## src/rtl/regfile_if.sv

```systemverilog
// Register-file bus: two read ports, the write-back port and the load scoreboard.
// The master drives addresses, write data and the scoreboard set; the slave returns read data and busy flags.
interface regfile_if;
    logic [4:0]  ra_addr;
    logic [31:0] ra_data;
    logic [4:0]  rb_addr;
    logic [31:0] rb_data;
    logic [4:0]  rf_w_addr;
    logic [31:0] rf_w_data;
    logic        rf_we;
    logic        sb_set;
    logic [4:0]  sb_addr;
    logic        busy_a;
    logic        busy_b;
    logic [31:0] busy_vec;

    modport master (
        output ra_addr, rb_addr, rf_w_addr, rf_w_data, rf_we, sb_set, sb_addr,
        input  ra_data, rb_data, busy_a, busy_b, busy_vec
    );

    modport slave (
        input  ra_addr, rb_addr, rf_w_addr, rf_w_data, rf_we, sb_set, sb_addr,
        output ra_data, rb_data, busy_a, busy_b, busy_vec
    );
endinterface

```

## src/rtl/regfile.sv

```systemverilog
// 31 x 32-bit register file (R31 reads as zero) with a per-register pending-load scoreboard.
// Define RF_BYPASS_EN to forward same-cycle write data onto a matching read port.
module regfile (
    input  logic      clk,
    input  logic      rst_n,
    regfile_if.slave  rf
);
    localparam int unsigned NREGS = 31;

    logic [31:0] regs_q [0:NREGS-1];
    logic [31:0] regs_d [0:NREGS-1];
    logic [NREGS-1:0] busy_q;
    logic [NREGS-1:0] busy_d;

    logic we_ok;
    logic sb_ok;

    assign we_ok = rf.rf_we  && (rf.rf_w_addr != 5'd31);
    assign sb_ok = rf.sb_set && (rf.sb_addr   != 5'd31);

    // Clear is applied before set so a load reissued in the write-back cycle stays pending.
    always_comb begin
        regs_d = regs_q;
        busy_d = busy_q;
        if (we_ok) begin
            regs_d[rf.rf_w_addr] = rf.rf_w_data;
            busy_d[rf.rf_w_addr] = 1'b0;
        end
        if (sb_ok) begin
            busy_d[rf.sb_addr] = 1'b1;
        end
    end

    always_ff @(posedge clk or negedge rst_n) begin
        if (!rst_n) begin
            for (int i = 0; i < NREGS; i++) begin
                regs_q[i] <= 32'h0;
            end
            busy_q <= '0;
        end else begin
            regs_q <= regs_d;
            busy_q <= busy_d;
        end
    end

    function automatic logic [31:0] read_port(input logic [4:0] addr);
        logic [31:0] val;
        val = 32'h0;
        if (addr != 5'd31) begin
`ifdef RF_BYPASS_EN
            if (we_ok && (rf.rf_w_addr == addr)) begin
                val = rf.rf_w_data;
            end else begin
                val = regs_q[addr];
            end
`else
            val = regs_q[addr];
`endif
        end
        return val;
    endfunction

    assign rf.ra_data  = read_port(rf.ra_addr);
    assign rf.rb_data  = read_port(rf.rb_addr);
    assign rf.busy_vec = {1'b0, busy_q};
    assign rf.busy_a   = rf.busy_vec[rf.ra_addr];
    assign rf.busy_b   = rf.busy_vec[rf.rb_addr];
endmodule

```

## src/flat_wrapper.sv

```systemverilog
// flat-port wrapper written by rule: the top's interface ports become plain ports
module regfile_flat 
  (clk, rst_n, rf_ra_addr, rf_rb_addr, rf_rf_w_addr, rf_rf_w_data, rf_rf_we, rf_sb_set, rf_sb_addr, rf_ra_data, rf_rb_data, rf_busy_a, rf_busy_b, rf_busy_vec);
  regfile_if rf_i ();
  input  logic clk;
  input  logic rst_n;
  input wire logic [$bits(rf_i.ra_addr)-1:0] rf_ra_addr;
  input wire logic [$bits(rf_i.rb_addr)-1:0] rf_rb_addr;
  input wire logic [$bits(rf_i.rf_w_addr)-1:0] rf_rf_w_addr;
  input wire logic [$bits(rf_i.rf_w_data)-1:0] rf_rf_w_data;
  input wire logic [$bits(rf_i.rf_we)-1:0] rf_rf_we;
  input wire logic [$bits(rf_i.sb_set)-1:0] rf_sb_set;
  input wire logic [$bits(rf_i.sb_addr)-1:0] rf_sb_addr;
  output wire logic [$bits(rf_i.ra_data)-1:0] rf_ra_data;
  output wire logic [$bits(rf_i.rb_data)-1:0] rf_rb_data;
  output wire logic [$bits(rf_i.busy_a)-1:0] rf_busy_a;
  output wire logic [$bits(rf_i.busy_b)-1:0] rf_busy_b;
  output wire logic [$bits(rf_i.busy_vec)-1:0] rf_busy_vec;
  assign rf_i.ra_addr = rf_ra_addr;
  assign rf_i.rb_addr = rf_rb_addr;
  assign rf_i.rf_w_addr = rf_rf_w_addr;
  assign rf_i.rf_w_data = rf_rf_w_data;
  assign rf_i.rf_we = rf_rf_we;
  assign rf_i.sb_set = rf_sb_set;
  assign rf_i.sb_addr = rf_sb_addr;
  assign rf_ra_data = rf_i.ra_data;
  assign rf_rb_data = rf_i.rb_data;
  assign rf_busy_a = rf_i.busy_a;
  assign rf_busy_b = rf_i.busy_b;
  assign rf_busy_vec = rf_i.busy_vec;
  regfile u_core (.clk(clk), .rst_n(rst_n), .rf(rf_i));
endmodule
```

## config.mk

```make
export PLATFORM = sky130hd
export DESIGN_NAME = regfile_flat
export DESIGN_NICKNAME = d
export VERILOG_FILES = /design/src/rtl/regfile_if.sv /design/src/rtl/regfile.sv /design/src/flat_wrapper.sv
export SDC_FILE = /design/constraint.sdc
export NUM_CORES = 2
export LEC_CHECK = 0
export CAP_MARGIN = 20
export CORE_MARGIN = 8
export CORE_UTILIZATION = 35
export CTS_BUF_LIST = sky130_fd_sc_hd__clkbuf_4
export DETAILED_ROUTE_END_ITERATION = 7
export GPL_TIMING_DRIVEN = 0
export PLACE_DENSITY = 0.48
export REMOVE_ABC_BUFFERS = 1
export SYNTH_ARGS = -nofsm -noshare
export SYNTH_HDL_FRONTEND = slang
export SYNTH_SLANG_ARGS = --single-unit
export TNS_END_PERCENT = 100
```

## constraint.sdc

```tcl
create_clock -name clk -period 7.55 [get_ports clk]
set_clock_uncertainty 0.15 [all_clocks]
set_input_delay 1.51 -clock clk [delete_from_list [all_inputs] [get_ports clk]]
set_output_delay 1.51 -clock clk [all_outputs]
set_load 0.005 [all_outputs]
```

==> out/qor.csv <==
stage,metric,value,unit
global_routing,pin count of the biggest net entering global routing,162,
placed_design,GPL Wtd Cong,0.718,
global_routing,total gr overflow,0,
die,Starting Density,35.1,%
critical_path,WP data required,5.89,ns
timing,Tmin final,7.08,ns
clock_tree,Post-CTS Repair Setup Buffers,0,
global_routing,number of global-route vias before repair,39000,
timing,Slew Limit Fails,0,
timing,"Setup violations, final",0,
timing,final hold vios,0,
synthesis,"FFs w/ async S/R, synth",100,%
critical_path,CP Depth,12,
die,DIE WIDTH,413,µm
clock_tree,TritonCTS clock tree,yes,
synthesis,Post-synth top cells,"1053 x mux2_2, 1023 x dfrtp_1, 371 x mux2i_1",
critical_path,most frequent CP cell,buf_16,
synthesis,Post-Synth Adder-Cell Area,0,%
clock_tree,Worst-Skew Late Latency,1.23,ns
clock_tree,Clock Tree Buf Depth,4,
clock_tree,Worst-path clk slew,0.06,ns
routing,DR pass1 iterations,7,
critical_path,"Slowest-stage cell, CP",nor2b_4,
synthesis,Synth Area in Simple Gates,2.15,%
cells_and_area,footprint of the multi-input gates,27900,µm²
placed_design,number of port buffers,152,
routing,DRC errors left,0,
status,status,completed,
die,die area,171000,µm²
timing,Slew headroom,26.1,%
global_routing,global-route wire length before repair,284,mm
min_path,Worst Hold Class,register to register,
critical_path,Startpoint Class,input pin,
cells_and_area,Finished Layout Cells,6344,
critical_path,flop2flop setup slack,6.58,ns
clock_tree,H-tree levels,5,
critical_path,Setup CP Type,input pin to primary output,
routing,vias per inst,5.86,
critical_path,critical path's top delay family,buffers and inverters,
timing,Fmax,141,MHz
global_routing,initial antenna violation count,11,
routing,first-iteration detailed-routing DRC count,2811,
synthesis,ys flop type,dfrtp_1,
min_path,worst min-delay path endpoint,u_core.regs_q[40],
die,# rows,146,
cells_and_area,fillers,14800,
power_and_ir_drop,Leakage,27.9,nW
routing,via count,37200,
die,chip height,413,µm
synthesis,Compound-Gate Fraction of Synth Area,6.16,%
placed_design,Place WS,0.375,ns
synthesis,distinct cell type count after synthesis,52,
min_path,hold_sp,u_core.regs_q[40],
routing,Routed Antenna Nets,0,
synthesis,Synth Area in XOR/XNOR,0,%
critical_path,"Critical Path, Cell by Cell",buf_8 -> buf_16 -> buf_16 -> buf_16 -> nor2b_4 -> buf_12 -> buf_12 -> nand2_1 -> o21ai_0 -> mux2i_1 -> o221ai_1 -> clkdlybuf4s50_1,
timing,post-route setup slack,0.468,ns
timing,period utilisation layout,93.8,%
power_and_ir_drop,Max VDD drop,0.000160,V
synthesis,post-synthesis cell type with the largest combined area,dfrtp_1,
synthesis,Mapped Area,55300,µm²
routing,DR WL/cell,30.9,µm
synthesis,"count leader, synth",mux2_2,
placed_design,post-DP HPWL,116,mm
synthesis,mux cell area share after synthesis,41.6,%
synthesis,"Avg Cell Area, Syn",14.1,µm²
power_and_ir_drop,P per Cell Area,252,nW/µm²
clock_tree,cts bufs inserted,316,
synthesis,Synth area leaders,"dfrtp_1 46%, mux2_2 21%, mux4_2 13%, mux2i_1 6.7%, buf_2 1.2%",
synthesis,Synth warnings,0,
critical_path,Buf/Inv on CP,7,
die,CORE AREA,158000,µm²
synthesis,Synth Register Bits,1023,
cells_and_area,Sequential cell area,25600,µm²
critical_path,CP max FO,75,
global_routing,Overall Global Routing Usage,22.7,%
placed_design,DP Cell Count,5823,
synthesis,post-synth top area share,46.3,%
critical_path,Worst setup EP type,primary output,
die,I/O pin cnt,154,
synthesis,sequential element share of the synthesized area,46.3,%
power_and_ir_drop,Tot Pwr,16.1,mW
timing,unrepaired setup endpoints after global routing,false,
critical_path,Worst path max stage delay,0.70,ns
synthesis,"EDFF count, synth",0,
critical_path,Worst R2R Path Depth,1,
critical_path,CP Data Arrival Time,5.42,ns
cells_and_area,nets,4144,
job,MaxCap Viol Count,0,
timing,Fin Setup TNS,0,ns
critical_path,end of the worst register-to-register path,u_core.regs_q[966],
clock_tree,Clock Sinks,1023,
cells_and_area,fraction of layout cells with a size suffix above 1,47.2,%
timing,worst slew pin tran,1.10,ns
synthesis,largest family of logic cells by synthesized area,multiplexers,
synthesis,Post-Synthesis Cells,3916,
critical_path,RR Startpoint,u_core.regs_q[966],
routing,Routed WL,196,mm
clock_tree,Post-CTS Resized,0,
min_path,hold path cells,1,
clock_tree,clock root cell,clkbuf_4,
cells_and_area,area growth from synthesis to layout,15.4,%
==> sequential cells by signal (all words and copies together) (netlist names) <==
signal and flops:
u_core.regs_q 992, u_core.busy_q 31
==> where the power goes <==
group	internal, mW	switching [mW]
Sequential	6.57	0.797
Clock	2.72	2.49
Combinational	2.10	1.42
==> stage by stage <==
step | area, µm² | hold WS (ns) | util, %
final | 63800 | 0.363 | 40.5
after global routing | 63800 | 0.383 | 40.5
after CTS | 63400 | 0.359 | 40.2
after detailed placement | 59900 | 0.343 | 38.0
after global placement | 57300 | 0.336 | 36.4
after floorplan | 53200 | 0.323 | -
==> how the worst max path moves through the flow <==
stage | to | slack [ns] | startpoint
final | rf_rb_data[9] | 0.47 | rf_rb_addr[1]
after global routing | rf_rb_data[9] | 0.35 | rf_rb_addr[1]
after CTS | rf_rb_data[9] | 0.37 | rf_rb_addr[1]
after detailed placement | rf_rb_data[9] | 0.37 | rf_rb_addr[1]
after global placement | u_core.regs_q[252] | -45.34 | rst_n
after floorplan | rf_rb_data[31] | 2.08 | rf_rb_addr[2]
==> layout by cell type, fill, tap and decap left out, drive strengths merged, types with 2 or more instances in the layout <==
master,n
o211ai,18
diode,8
o31ai,4
a2bb2oi,8
nor2,31
nor3,19
nand3b,5
clkdlybuf4s50,142
and3,7
a22o,48
nor3b,6
and2,3
o221ai,38
a221oi,26
nand2b,9
or2,5
dfrtp,1023
o22ai,44
a21oi,36
mux2i,371
nand2,108
inv,3
a22oi,87
clkinv,42
o311ai,22
nand3,4
buf,119
o2bb2ai,2
o21ai,86
o22a,10
nor2b,33
clkbuf,454
mux2,1070
a31oi,21
mux4,322
nand4b,3
nand4,2
o21a,22
a32o,4
==> logic make-up (layout without fill, tap and decap cells) <==
kind of cell | count (synthesis) | in the layout
flops | 1023 | 1023
compound gates | 478 | 478
other cells | 1 | 9
simple gates | 237 | 237
mux | 1763 | 1763
buf+inv | 414 | 762
==> per-layer routing <==
metal	vias to the layer above	GRT usage, %	share of wire (%)
li1	15500	-	-
met1	20000	31.8	45
met2	1298	34.9	45
met3	372	4.76	6.2
met4	2	7.93	3.3
met5	-	0	0.0066
==> final cells by class <==
cell class | instances | share of cell area (%)
Timing Repair Buffer | 267 | 6.45
Clock buffer | 449 | 5.28
Inverter | 1 | 0.00588
Tap cell | 2072 | 4.06
Antenna cell | 8 | 0.0314
Sequential cell | 1023 | 40.1
Multi-Input combinational cell | 2479 | 43.7
Clock inverter | 45 | 0.310
==> timing repair <==
action / in CTS / in global routing
hold endpoints to repair: 87 / 0
hold buffers: 1 / 0
setup endpoints to repair: 0 / 0
Power figures use the tool's default switching activity.
